**src/rtl/event_counter.sv**
```systemverilog
// Up/down event counter fed by two asynchronous pulse inputs, with a programmable
// upper limit, wrap-or-saturate behaviour at the limits and a synchronous load.
module event_counter #(
    parameter int WIDTH       = 8,
    parameter int MODE_SAT    = 0,
    parameter int SYNC_STAGES = 2,
    parameter int EDGE_DETECT = 1
) (
    input  logic             clk,
    input  logic             rst,
    input  logic             impulse_up,
    input  logic             impulse_down,
    input  logic             load,
    input  logic [WIDTH-1:0] load_value,
    input  logic [WIDTH-1:0] max_value,
    output logic [WIDTH-1:0] count,
    output logic             wrap,
    output logic             at_max,
    output logic             at_zero
);
    // In edge mode the chains reset high so an input held through reset is not an event.
    localparam logic             SYNC_RST = (EDGE_DETECT != 0) ? 1'b1 : 1'b0;
    localparam logic [WIDTH-1:0] ZERO     = {WIDTH{1'b0}};
    localparam logic [WIDTH-1:0] ONE      = {{(WIDTH-1){1'b0}}, 1'b1};

    logic [SYNC_STAGES-1:0] sync_up_q;
    logic [SYNC_STAGES-1:0] sync_dn_q;
    logic                   prev_up_q;
    logic                   prev_dn_q;
    logic                   ev_up_s;
    logic                   ev_dn_s;
    logic [WIDTH-1:0]       count_q;
    logic [WIDTH-1:0]       count_d;
    logic                   wrap_q;
    logic                   wrap_d;

    // Synchroniser chains plus one-cycle history of their outputs
    always_ff @(posedge clk or posedge rst) begin
        if (rst) begin
            sync_up_q <= {SYNC_STAGES{SYNC_RST}};
            sync_dn_q <= {SYNC_STAGES{SYNC_RST}};
            prev_up_q <= SYNC_RST;
            prev_dn_q <= SYNC_RST;
        end else begin
            sync_up_q[0] <= impulse_up;
            sync_dn_q[0] <= impulse_down;
            for (int i = 1; i < SYNC_STAGES; i++) begin
                sync_up_q[i] <= sync_up_q[i-1];
                sync_dn_q[i] <= sync_dn_q[i-1];
            end
            prev_up_q <= sync_up_q[SYNC_STAGES-1];
            prev_dn_q <= sync_dn_q[SYNC_STAGES-1];
        end
    end

    assign ev_up_s = (EDGE_DETECT != 0) ? (sync_up_q[SYNC_STAGES-1] & ~prev_up_q)
                                        : sync_up_q[SYNC_STAGES-1];
    assign ev_dn_s = (EDGE_DETECT != 0) ? (sync_dn_q[SYNC_STAGES-1] & ~prev_dn_q)
                                        : sync_dn_q[SYNC_STAGES-1];

    // Next count and wrap flag; limit compares come first so nothing overflows WIDTH
    always_comb begin
        count_d = count_q;
        wrap_d  = 1'b0;
        if (load) begin
            if (load_value > max_value) begin
                count_d = max_value;
            end else begin
                count_d = load_value;
            end
        end else if (ev_up_s && ev_dn_s) begin
            count_d = count_q;
        end else if (ev_up_s) begin
            if (count_q < max_value) begin
                count_d = count_q + ONE;
            end else begin
                wrap_d  = 1'b1;
                count_d = (MODE_SAT != 0) ? max_value : ZERO;
            end
        end else if (ev_dn_s) begin
            if (count_q == ZERO) begin
                wrap_d  = 1'b1;
                count_d = (MODE_SAT != 0) ? ZERO : max_value;
            end else if (count_q > max_value) begin
                count_d = max_value;
            end else begin
                count_d = count_q - ONE;
            end
        end else begin
            count_d = count_q;
        end
    end

    // Counter and wrap pulse registers
    always_ff @(posedge clk or posedge rst) begin
        if (rst) begin
            count_q <= ZERO;
            wrap_q  <= 1'b0;
        end else begin
            count_q <= count_d;
            wrap_q  <= wrap_d;
        end
    end

    assign count   = count_q;
    assign wrap    = wrap_q;
    assign at_max  = (count_q == max_value);
    assign at_zero = (count_q == ZERO);

endmodule

```
**config.mk**
```make
export PLATFORM = sky130hd
export DESIGN_NAME = event_counter
export DESIGN_NICKNAME = d
export VERILOG_FILES = /design/src/rtl/event_counter.sv
export SDC_FILE = /design/constraint.sdc
export NUM_CORES = 1
export LEC_CHECK = 0
export CELL_PAD_IN_SITES_DETAIL_PLACEMENT = 0
export CELL_PAD_IN_SITES_GLOBAL_PLACEMENT = 1
export CORE_MARGIN = 2
export CORE_UTILIZATION = 35
export CTS_BUF_LIST = sky130_fd_sc_hd__clkbuf_16
export DETAILED_ROUTE_END_ITERATION = 8
export GPL_ROUTABILITY_DRIVEN = 0
export PLACE_DENSITY = 0.8
export SYNTH_ARGS = -nofsm -noshare
export SYNTH_HDL_FRONTEND = slang
export SYNTH_SLANG_ARGS = --single-unit
```
**constraint.sdc**
```tcl
create_clock -name clk -period 2.25 [get_ports clk]
set_clock_uncertainty 0.05 [all_clocks]
set_input_delay 0.675 -clock clk [delete_from_list [all_inputs] [get_ports clk]]
set_output_delay 0.675 -clock clk [all_outputs]
set_load 0.05 [all_outputs]
```
## Yosys cells after proc, flatten, opt, wreduce, memory -nomap -nowiden

Index checks and enable logic that the tools add are counted.
Widths: inputs -> output; s select.

| word-level totals | value |
|---|---|
| memories kept | 0 |
| memory bits (writable) | 0 |
| ROM bits | 0 |
| flip-flop bits (word level) | 15 |
| bits in latches | 0 |
| input bits | 21 |
| word-level logic and storage cells | 35 |

| cells by class | value |
|---|---|
| mux-type cells | 14 |
| equality and inequality tests | 2 |
| magnitude comparators | 3 |
| shift-type cells | 0 |
| $mul | 0 |
| add/subtract/negate cells | 2 |
| bitwise logic cells | 4 |
| reduce and logical (&&, ||, !) cells | 4 |
| divide/modulo/power cells | 0 |

Operators by type and width:

| operator | count |
|---|---|
| $mux 8 | 8 |
| $gt 8x8->1 | 2 |
| $add 8x1->8 const B | 1 |
| $eq 8x8->1 | 1 |
| $logic_not 8->1 | 1 |
| $lt 8x8->1 | 1 |
| $sub 8x1->8 const B | 1 |
| $mux 1 | 6 |
| $reduce_bool 3->1 | 1 |
| $and 1x1->1 | 2 |
| $ne 2x2->1 const B | 1 |
| $not 1->1 | 2 |
| $reduce_and 2->1 | 1 |
| $logic_and 1x1->1 | 1 |

## Longest topological paths before layout

Gate-level depths: netlist of the first run.

| logic depth | value |
|---|---|
| depth after elaboration | 7 |
| depth in mapped cells | 9 |
| depth with buffers taken out | 8 |

## Worst setup path before layout of the first run

Ideal clock, no wire load.

| path | value |
|---|---|
| path type | register -> output |
| start | register count_q[0], in the netlist count[0] |
| end | output port at_max |
| path buffers | 0 |
| arrival | 2.034 ns |
| cell stages (with the launch flop) | 5 |
| slack | -0.509 ns |
| path through | dfrtp_1 -> inv_1 -> ha_1 -> nand4_1 -> nor2_1 |

| on the way | value |
|---|---|
| word-level cells in the longest chain between the ends | 1 |

RTL lines:

| what | RTL line | source |
|---|---|---|
| start, declared | 32 | `logic [WIDTH-1:0] count_q;` |
| start signal, assigned | 100 | `count_q <= count_d;` |
| $eq 8x8->1 | 107 | `assign at_max = (count_q == max_value);` |
| end, declared | 18 | `output logic at_max,` |

Every way passes these cells.

## Worst setup path after layout of the first run

| path | value |
|---|---|
| start | input port max_value[7] |
| end | output port at_max |

| on the way | value |
|---|---|
| word-level cells in the longest chain between the ends | 1 |

RTL lines:

| what | RTL line | source |
|---|---|---|
| start, declared | 15 | `input logic [WIDTH-1:0] max_value,` |
| $eq 8x8->1 | 107 |  |

Every way passes these cells.

==> impl_metrics.sql, run 1 <==
INSERT INTO impl_metrics (metric_group, metric, value, unit) VALUES
('run_status', 'outcome', 'finished with violations', ''),
('run_status', 'violations_in_the_final_reports', 'setup timing', ''),
('die', 'fp.dieH', '72.54', 'um'),
('drt', 'dr_total_vias', '1669', ''),
('logic_synthesis', 'synth_common_cells', 'sky130_fd_sc_hd__ha_1 (19), sky130_fd_sc_hd__nor2_1 (13), sky130_fd_sc_hd__inv_1 (12)', ''),
('logic_synthesis', 'ys_ff_latch', '15', ''),
('logic_synthesis', 'yosys_warnings', '0', ''),
('critical_path', 'r2r-end', 'count[1]$_DFFE_PP0P_', ''),
('final_layout', 'synthToLayoutAreaGrowth', '73.21', '%'),
('drt', 'ant_nets', '0', ''),
('timing', 'finalHoldViolations', '0', ''),
('clock_tree', 'cts.clk_slew.worst_paths', '50', 'ps'),
('logic_synthesis', 'netlist.top_cell.by_area', 'sky130_fd_sc_hd__ha_1', ''),
('flow_run', 'timing.max_cap.violations', '0', ''),
('clock_tree', 'ctsHtreeMaxLevel', '1', ''),
('timing', 'slew_margin_rel', '67.02', '%'),
('logic_synthesis', 'yosysTopAreaCellShare', '14.46', '%'),
('grt', 'antenna_found_initial', '0', ''),
('critical_path', 'timing.critical_path.slowest_cell_delay', '270', 'ps'),
('timing', 'slew_limit_fails', '0', ''),
('final_layout', 'antenna_cells_inserted', '0', ''),
('placed_design', 'place_hpwl', '3756', 'um'),
('placed_design', 'numPortBuffers', '31', ''),
('timing', 'layout_setup_ws', '-81.54', 'ps'),
('die', 'area_of_the_core_region', '4444', 'um2'),
('clock_tree', 'cts_tree', 'yes', ''),
('pwr', 'power.ir.vdd_worst', '363.5', 'uV'),
('logic_synthesis', 'synth-async-reset-ratio', '100.0', '%'),
('drt', 'wl_per_cell', '16.35', 'um'),
('hold_path', 'holdCritStartpoint', 'sync_up_q[0]$_DFF_PP1_', ''),
('critical_path', 'path_buf_inv', '4', ''),
('die', 'rows', '24', ''),
('pwr', 'cellPowerDensity', '641.8', 'nW/um2'),
('final_layout', 'finish.utilization', '64.08', '%'),
('timing', 'layout_min_cycle_time', '2332', 'ps'),
('hold_path', 'worstHoldPathCells', '0', ''),
('final_layout', 'design.final.nets', '300', ''),
('critical_path', 'worst_setup_path_start_kind', 'primary input', ''),
('hold_path', 'hold_path.class', 'reg2reg', ''),
('placed_design', 'placed_instance_area', '2323', 'um2'),
('hold_path', 'min_delay_endpoint', 'sync_up_q[1]$_DFF_PP1_', ''),
('die', 'floorplan.io_pins', '32', ''),
('critical_path', 'chain_of_cells_forming_the_critical_path', 'buf_8 -> inv_6 -> ha_4 -> nand4_1 -> buf_6 -> nor2_4 -> buf_12', ''),
('timing', 'max_clock_freq', '428.9', 'MHz'),
('logic_synthesis', 'syn-cell-area', '1644', 'um2'),
('grt', 'grt.busiest_layer', 'met2', ''),
('logic_synthesis', 'postSynthCellCount', '184', ''),
('critical_path', 'crit_fanout', '3', ''),
('clock_tree', 'tritoncts_num_sinks', '15', ''),
('critical_path', 'timing.critical_path.to_type', 'output port', ''),
('logic_synthesis', 'dominant_cell_by_count_in_the_synthesized_netlist', 'sky130_fd_sc_hd__ha_1', ''),
('final_layout', 'final_layout_size_suffix_gt1_share', '59.07', '%'),
('drt', 'detail_route.wirelength', '5086', 'um'),
('timing', 'setup_violations_final', '3', ''),
('grt', 'grt_max_degree', '18', ''),
('critical_path', 'cp_num_cells', '7', ''),
('die', 'die_w', '72.54', 'um'),
('drt', 'via_per_inst', '5.367', ''),
('placed_design', 'placed_cells_incl_taps', '294', ''),
('clock_tree', 'cts_inserted_buffers', '3', ''),
('logic_synthesis', 'netlist-cell-type-count', '49', ''),
('clock_tree', 'clock_tree.buffer_depth', '2', ''),
('critical_path', 'worstRegToRegCells', '9', ''),
('final_layout', 'final_area', '2848', 'um2'),
('clock_tree', 'hold_buffers', '0', ''),
('logic_synthesis', 'synthTopCellsByArea', 'sky130_fd_sc_hd__ha_1 (14%), sky130_fd_sc_hd__dfrtp_1 (14%), sky130_fd_sc_hd__dfstp_2 (9.6%)', ''),
('pwr', 'leakagePower', '1.156', 'nW'),
('critical_path', 'setup.reg_to_reg.worst_slack', '50', 'ps'),
('logic_synthesis', 'synth_enable_flop_cells', '0', ''),
('timing', 'worstMarginPinSlew', '493.2', 'ps'),
('final_layout', 'layout.cells.non_filler', '311', '');
==> worst reg2reg max path: stages, from the launching register on <==
cell,delay [ps]
sky130_fd_sc_hd__dfrtp_1,460
sky130_fd_sc_hd__ha_4,310
sky130_fd_sc_hd__nand4_1,110
sky130_fd_sc_hd__buf_6,150
sky130_fd_sc_hd__buf_6,120
sky130_fd_sc_hd__a21o_1,170
sky130_fd_sc_hd__a21o_1,230
sky130_fd_sc_hd__buf_4,150
sky130_fd_sc_hd__mux2i_1,110
sky130_fd_sc_hd__o221a_1,230
==> final cells by class <==
class | count | area (um2)
Timing Repair Buffer | 82 | 704.4
Sequential cell | 15 | 385.4
Clock inverter | 1 | 5.005
Multi-Input combinational cell | 146 | 1540
Tap cell | 52 | 65.06
Fill cell | 362 | 1597
Inverter | 12 | 72.57
Clock buffer | 3 | 75.07
==> timing repair <==
action / CTS / global route
buffers inserted: 9 / 5
gates resized for setup: 89 / 40
pin swaps: 28 / 21
endpoints found under the setup margin: 11 / 10
==> layout by cell type (no fill, tap or decap), types with 4 or more instances in the layout <==
master	synthesis	layout
sky130_fd_sc_hd__clkdlybuf4s50_1	0	5
sky130_fd_sc_hd__ha_1	19	5
sky130_fd_sc_hd__nand3_1	9	5
sky130_fd_sc_hd__buf_2	1	4
sky130_fd_sc_hd__nor2b_1	6	5
sky130_fd_sc_hd__o31ai_1	7	4
sky130_fd_sc_hd__a31oi_2	0	6
sky130_fd_sc_hd__clkbuf_2	0	4
sky130_fd_sc_hd__xnor2_1	5	5
sky130_fd_sc_hd__xor2_1	8	8
sky130_fd_sc_hd__nor2_1	13	12
sky130_fd_sc_hd__mux2i_1	8	4
sky130_fd_sc_hd__dfrtp_1	9	7
sky130_fd_sc_hd__buf_4	3	51
sky130_fd_sc_hd__dfstp_2	6	6
sky130_fd_sc_hd__mux2i_4	0	4
sky130_fd_sc_hd__nand4_1	5	5
sky130_fd_sc_hd__buf_6	3	10
sky130_fd_sc_hd__inv_1	12	4
sky130_fd_sc_hd__nand2_1	11	11
sky130_fd_sc_hd__ha_4	0	13
sky130_fd_sc_hd__nand2b_1	5	5
==> layer usage <==
metal  part of all wire [%]  vias up
li1                       -      815
met1                     44      804
met2                     50       42
met3                    3.7        8
met4                    1.7        0
met5                      0        -
==> metrics by stage <==
step | worst slack [ps] | hold WS, ps
2_1_floorplan | -272.5 | 295.2
3_3_place_gp | -760.9 | 296.0
3_5_place_dp | -777.0 | 297.6
4_1_cts | -189.6 | 305.1
5_1_grt | -125.3 | 311.8
6_report | -81.54 | 304.6
==> registers in the layout, summed over array words and instances, names as in the netlist <==
register   flops
wrap           1
count          8
prev_dn_q      1
sync_up_q      2
sync_dn_q      2
prev_up_q      1
==> worst max path at each step <==
stage                                 to  slack [ps]
finish                            at_max         -80
global route                      at_max        -130
CTS                               at_max        -190
detailed placement  count[0]$_DFFE_PP0P_        -780
global placement    count[6]$_DFFE_PP0P_        -760
floorplan           count[0]$_DFFE_PP0P_        -270
==> power breakdown <==
part | leakage, nW | internal [mW] | switching (mW)
sequential | 0.166 | 0.313 | 0.0571
clock | 0.0409 | 0.238 | 0.118
combinational | 0.949 | 0.511 | 0.590
==> cell families after synthesis <==
| logic type | count (synthesis) | share of synthesized area [%] |
|---|---|---|
| DFF | 15 | 23.29 |
| and+or+nand+nor | 63 | 21.31 |
| adders and majority gates | 19 | 14.46 |
| xor gates and xnor gates | 13 | 6.925 |
| muxes | 9 | 5.556 |
| buffers and inverters | 23 | 7.382 |
| AOI/OAI and AO/OA | 42 | 21.08 |
(Power assumes the default switching activity.)
==> inputs of run 2 (changes only) <==
--- a/config.mk
+++ b/config.mk
@@ -12,6 +12,7 @@
 export CTS_BUF_LIST = sky130_fd_sc_hd__clkbuf_16
 export DETAILED_ROUTE_END_ITERATION = 8
 export GPL_ROUTABILITY_DRIVEN = 0
+export GPL_TIMING_DRIVEN = 0
 export PLACE_DENSITY = 0.8
 export SYNTH_ARGS = -nofsm -noshare
 export SYNTH_HDL_FRONTEND = slang
==> run 2 against run 1 <==
  * The run still ends with setup timing left
  * Design area down 1.7%
  * Setup slack lost 65 ps
  * Highest routed layer unchanged
  * Final cell count fell by 2.3%
  * First-iteration DRC count is 11% higher
  * Clock power rose by 1%
  * Largest cell class unchanged
  * Power fell by 0.99%
  * Count of clock-buffer cells in the layout is the same
  * Sequential power increased by 4%
==> impl_metrics.sql, run 2 (synthesis gave the netlist of run 1 again) <==
INSERT INTO impl_metrics (metric_group, metric, value, unit) VALUES
('grt', 'grt.met2_usage', '32.42', '%'),
('clock_tree', 'cts_tree', 'yes', ''),
('critical_path', 'setup.reg_to_reg.worst_slack', '-30', 'ps'),
('timing', 'setup-tns-final', '-726.0', 'ps'),
('critical_path', 'timing.critical_path.arrival', '2450', 'ps'),
('critical_path', 'critical_path.reg2reg.startpoint', 'count[6]$_DFFE_PP0P_', ''),
('pwr', 'power.ir.vdd_worst', '390.5', 'uV'),
('timing', 'slew_limit_fails', '0', ''),
('drt', 'drcViolationCount', '0', ''),
('drt', 'dr_total_vias', '1659', ''),
('drt', 'wl_per_cell', '17.15', 'um'),
('die', 'die_w', '72.54', 'um'),
('critical_path', 'worstRegToRegCells', '8', ''),
('final_layout', 'layout.cells.most_common_list', 'sky130_fd_sc_hd__buf_4 (32), sky130_fd_sc_hd__ha_4 (14), sky130_fd_sc_hd__nand2_1 (11)', ''),
('timing', 'layout_min_cycle_time', '2397', 'ps'),
('clock_tree', 'tritoncts_num_sinks', '15', ''),
('timing', 'setup_violations_final', '8', ''),
('critical_path', 'r2r-end', 'count[3]$_DFFE_PP0P_', ''),
('die', 'area_of_the_core_region', '4444', 'um2'),
('pwr', 'cellPowerDensity', '646.2', 'nW/um2'),
('clock_tree', 'cts.clk_slew.worst_paths', '50', 'ps'),
('final_layout', 'layout.cells.non_filler', '304', ''),
('critical_path', 'path_buf_inv', '5', ''),
('grt', 'grt_pass1_vias', '1579', ''),
('critical_path', 'worst_setup_path_start_kind', 'primary input', ''),
('final_layout', 'final_layout_size_suffix_gt1_share', '52.38', '%'),
('die', 'floorplan.io_pins', '32', ''),
('grt', 'grtUsageMet3', '3.056', '%'),
('final_layout', 'synthToLayoutAreaGrowth', '70.32', '%'),
('run_status', 'violations_in_the_final_reports', 'setup timing', ''),
('clock_tree', 'worstSkewPairLatency', '250', 'ps'),
('grt', 'antenna_found_initial', '0', ''),
('critical_path', 'critical_path.most_common_cell', 'sky130_fd_sc_hd__buf_8', ''),
('clock_tree', 'cts_inserted_buffers', '3', ''),
('drt', 'via_per_inst', '5.457', ''),
('critical_path', 'timing.critical_path.to_type', 'flop', ''),
('drt', 'dr.first_iter.drc_count', '78', ''),
('flow_run', 'timing.max_cap.violations', '0', ''),
('final_layout', 'finish.utilization', '63.01', '%'),
('hold_path', 'hold_path.class', 'reg2reg', ''),
('grt', 'grt_max_degree', '16', ''),
('final_layout', 'largest_register_ff_count', '8', ''),
('hold_path', 'min_delay_endpoint', 'sync_up_q[1]$_DFF_PP1_', ''),
('hold_path', 'holdCritStartpoint', 'sync_up_q[0]$_DFF_PP1_', ''),
('timing', 'finalHoldViolations', '0', ''),
('placed_design', 'placed_instance_area', '2103', 'um2'),
('clock_tree', 'clockRootBuffer', 'sky130_fd_sc_hd__clkbuf_16', ''),
('clock_tree', 'clock_tree.buffer_depth', '2', ''),
('drt', 'detail_route.wirelength', '5214', 'um'),
('critical_path', 'timing.critical_path.slowest_cell_delay', '360', 'ps'),
('placed_design', 'numPortBuffers', '31', ''),
('pwr', 'p_total', '1.809', 'mW'),
('drt', 'drt-pass1-iter-count', '4', ''),
('critical_path', 'cp.required', '2300', 'ps'),
('grt', 'groute.layer.met1.usage', '26.52', '%'),
('grt', 'grt_usage', '19.28', '%'),
('final_layout', 'antenna_cells_inserted', '0', ''),
('clock_tree', 'hold_buffers', '0', ''),
('placed_design', 'place_hpwl', '3362', 'um'),
('die', 'initial_core_util', '36.99', '%'),
('critical_path', 'chain_of_cells_forming_the_critical_path', 'buf_8 -> inv_8 -> buf_12 -> ha_4 -> nand2_4 -> o21bai_4 -> a221oi_4 -> buf_4 -> buf_8 -> mux2i_2 -> a221oi_2', ''),
('timing', 'worst_hold_margin', '303.9', 'ps'),
('grt', 'grt.overflow.total', '0', ''),
('critical_path', 'crit_fanout', '5', ''),
('timing', 'grt_setup_unrepaired', 'yes', ''),
('timing', 'slew_margin_rel', '59.10', '%'),
('final_layout', 'layout.cells.most_common', 'sky130_fd_sc_hd__buf_4', ''),
('timing', 'max_clock_freq', '417.2', 'MHz'),
('grt', 'grt.busiest_layer', 'met2', ''),
('grt', 'grt_pass1_wl', '7852', 'um'),
('placed_design', 'pre_cts_ws', '-1467', 'ps'),
('die', 'fp.dieH', '72.54', 'um'),
('die', 'rows', '24', ''),
('drt', 'ant_nets', '0', ''),
('final_layout', 'design.final.nets', '293', ''),
('final_layout', 'final_area', '2800', 'um2'),
('die', 'die_area', '5261', 'um2'),
('critical_path', 'critical_path.slowest_cell', 'sky130_fd_sc_hd__a221oi_4', ''),
('hold_path', 'worstHoldPathCells', '0', ''),
('pwr', 'leakagePower', '1.115', 'nW'),
('clock_tree', 'ctsHtreeMaxLevel', '1', ''),
('timing', 'layout_setup_ws', '-146.8', 'ps'),
('placed_design', 'placed_cells_incl_taps', '267', ''),
('run_status', 'outcome', 'finished with violations', ''),
('timing', 'share_of_the_cycle_needed_by_the_critical_path_after_routing', '106.5', '%'),
('timing', 'worstMarginPinSlew', '612.9', 'ps'),
('critical_path', 'worstSetupPathType', 'in2reg', ''),
('critical_path', 'timing.critical_path.max_delay_family', 'compound AO/OA/AOI/OAI gates', '');
run 2: changes by cell type in the layout (fill, tap and decap cells not counted), sizes merged:
cell           previous run  this run
clkdlybuf4s50             5         9
buf                      70        57
dlygate4sd2               1         4
clkbuf                    7         5
dlymetal6s2s              0         1
run 2: worst register-to-register path, delay by kind of cell, from the launching register on:
family / cells / cell delay [ps]
compound gates: 4 / 700
fa+ha+maj: 1 / 300
buf+inv: 2 / 380
flops: 1 / 480
simple gates: 1 / 240
run 2: metal layers:
layer  wire length, um  up-vias
met4                41        0
met1              2276      808
met3               231        6
met2              2664       40
met5                 0        -
li1                  -      805
run 2: how the worst max path moves through the flow:
| stage | start | to | slack [ps] | cells after the start |
|---|---|---|---|---|
| after global routing | max_value[7] | count[4]$_DFFE_PP0P_ | -190 | 11 |
| after global placement | max_value[7] | at_max | -1470 | 6 |
| after CTS | max_value[6] | at_max | -110 | 6 |
| after detailed placement | max_value[7] | at_max | -1470 | 6 |
| final | max_value[7] | count[4]$_DFFE_PP0P_ | -150 | 11 |
| after floorplan | max_value[1] | count[0]$_DFFE_PP0P_ | -270 | 8 |
run 2: cell type report:
cell class | instances | area (um2)
fill | 375 | 1644
multi-input combinational | 146 | 1488
timing repair buffer | 65 | 619.3
sequential | 15 | 389.1
inverter | 12 | 82.58
buffer | 10 | 76.32
clock buffer | 3 | 75.07
tap | 52 | 65.06
clock inverter | 1 | 5.005
run 2: power by group:
part | switching [mW] | internal, mW
clock | 0.122 | 0.238
combinational | 0.569 | 0.498
sequential | 0.0672 | 0.316
run 2: repair_timing:
item / in CTS / in global routing
buffers inserted: 23 / 12
gates cloned: 0 / 0
resized for setup: 137 / 24
endpoints found under the setup margin: 14 / 12
hold endpoints to repair: 0 / 0
pin swaps: 29 / 17
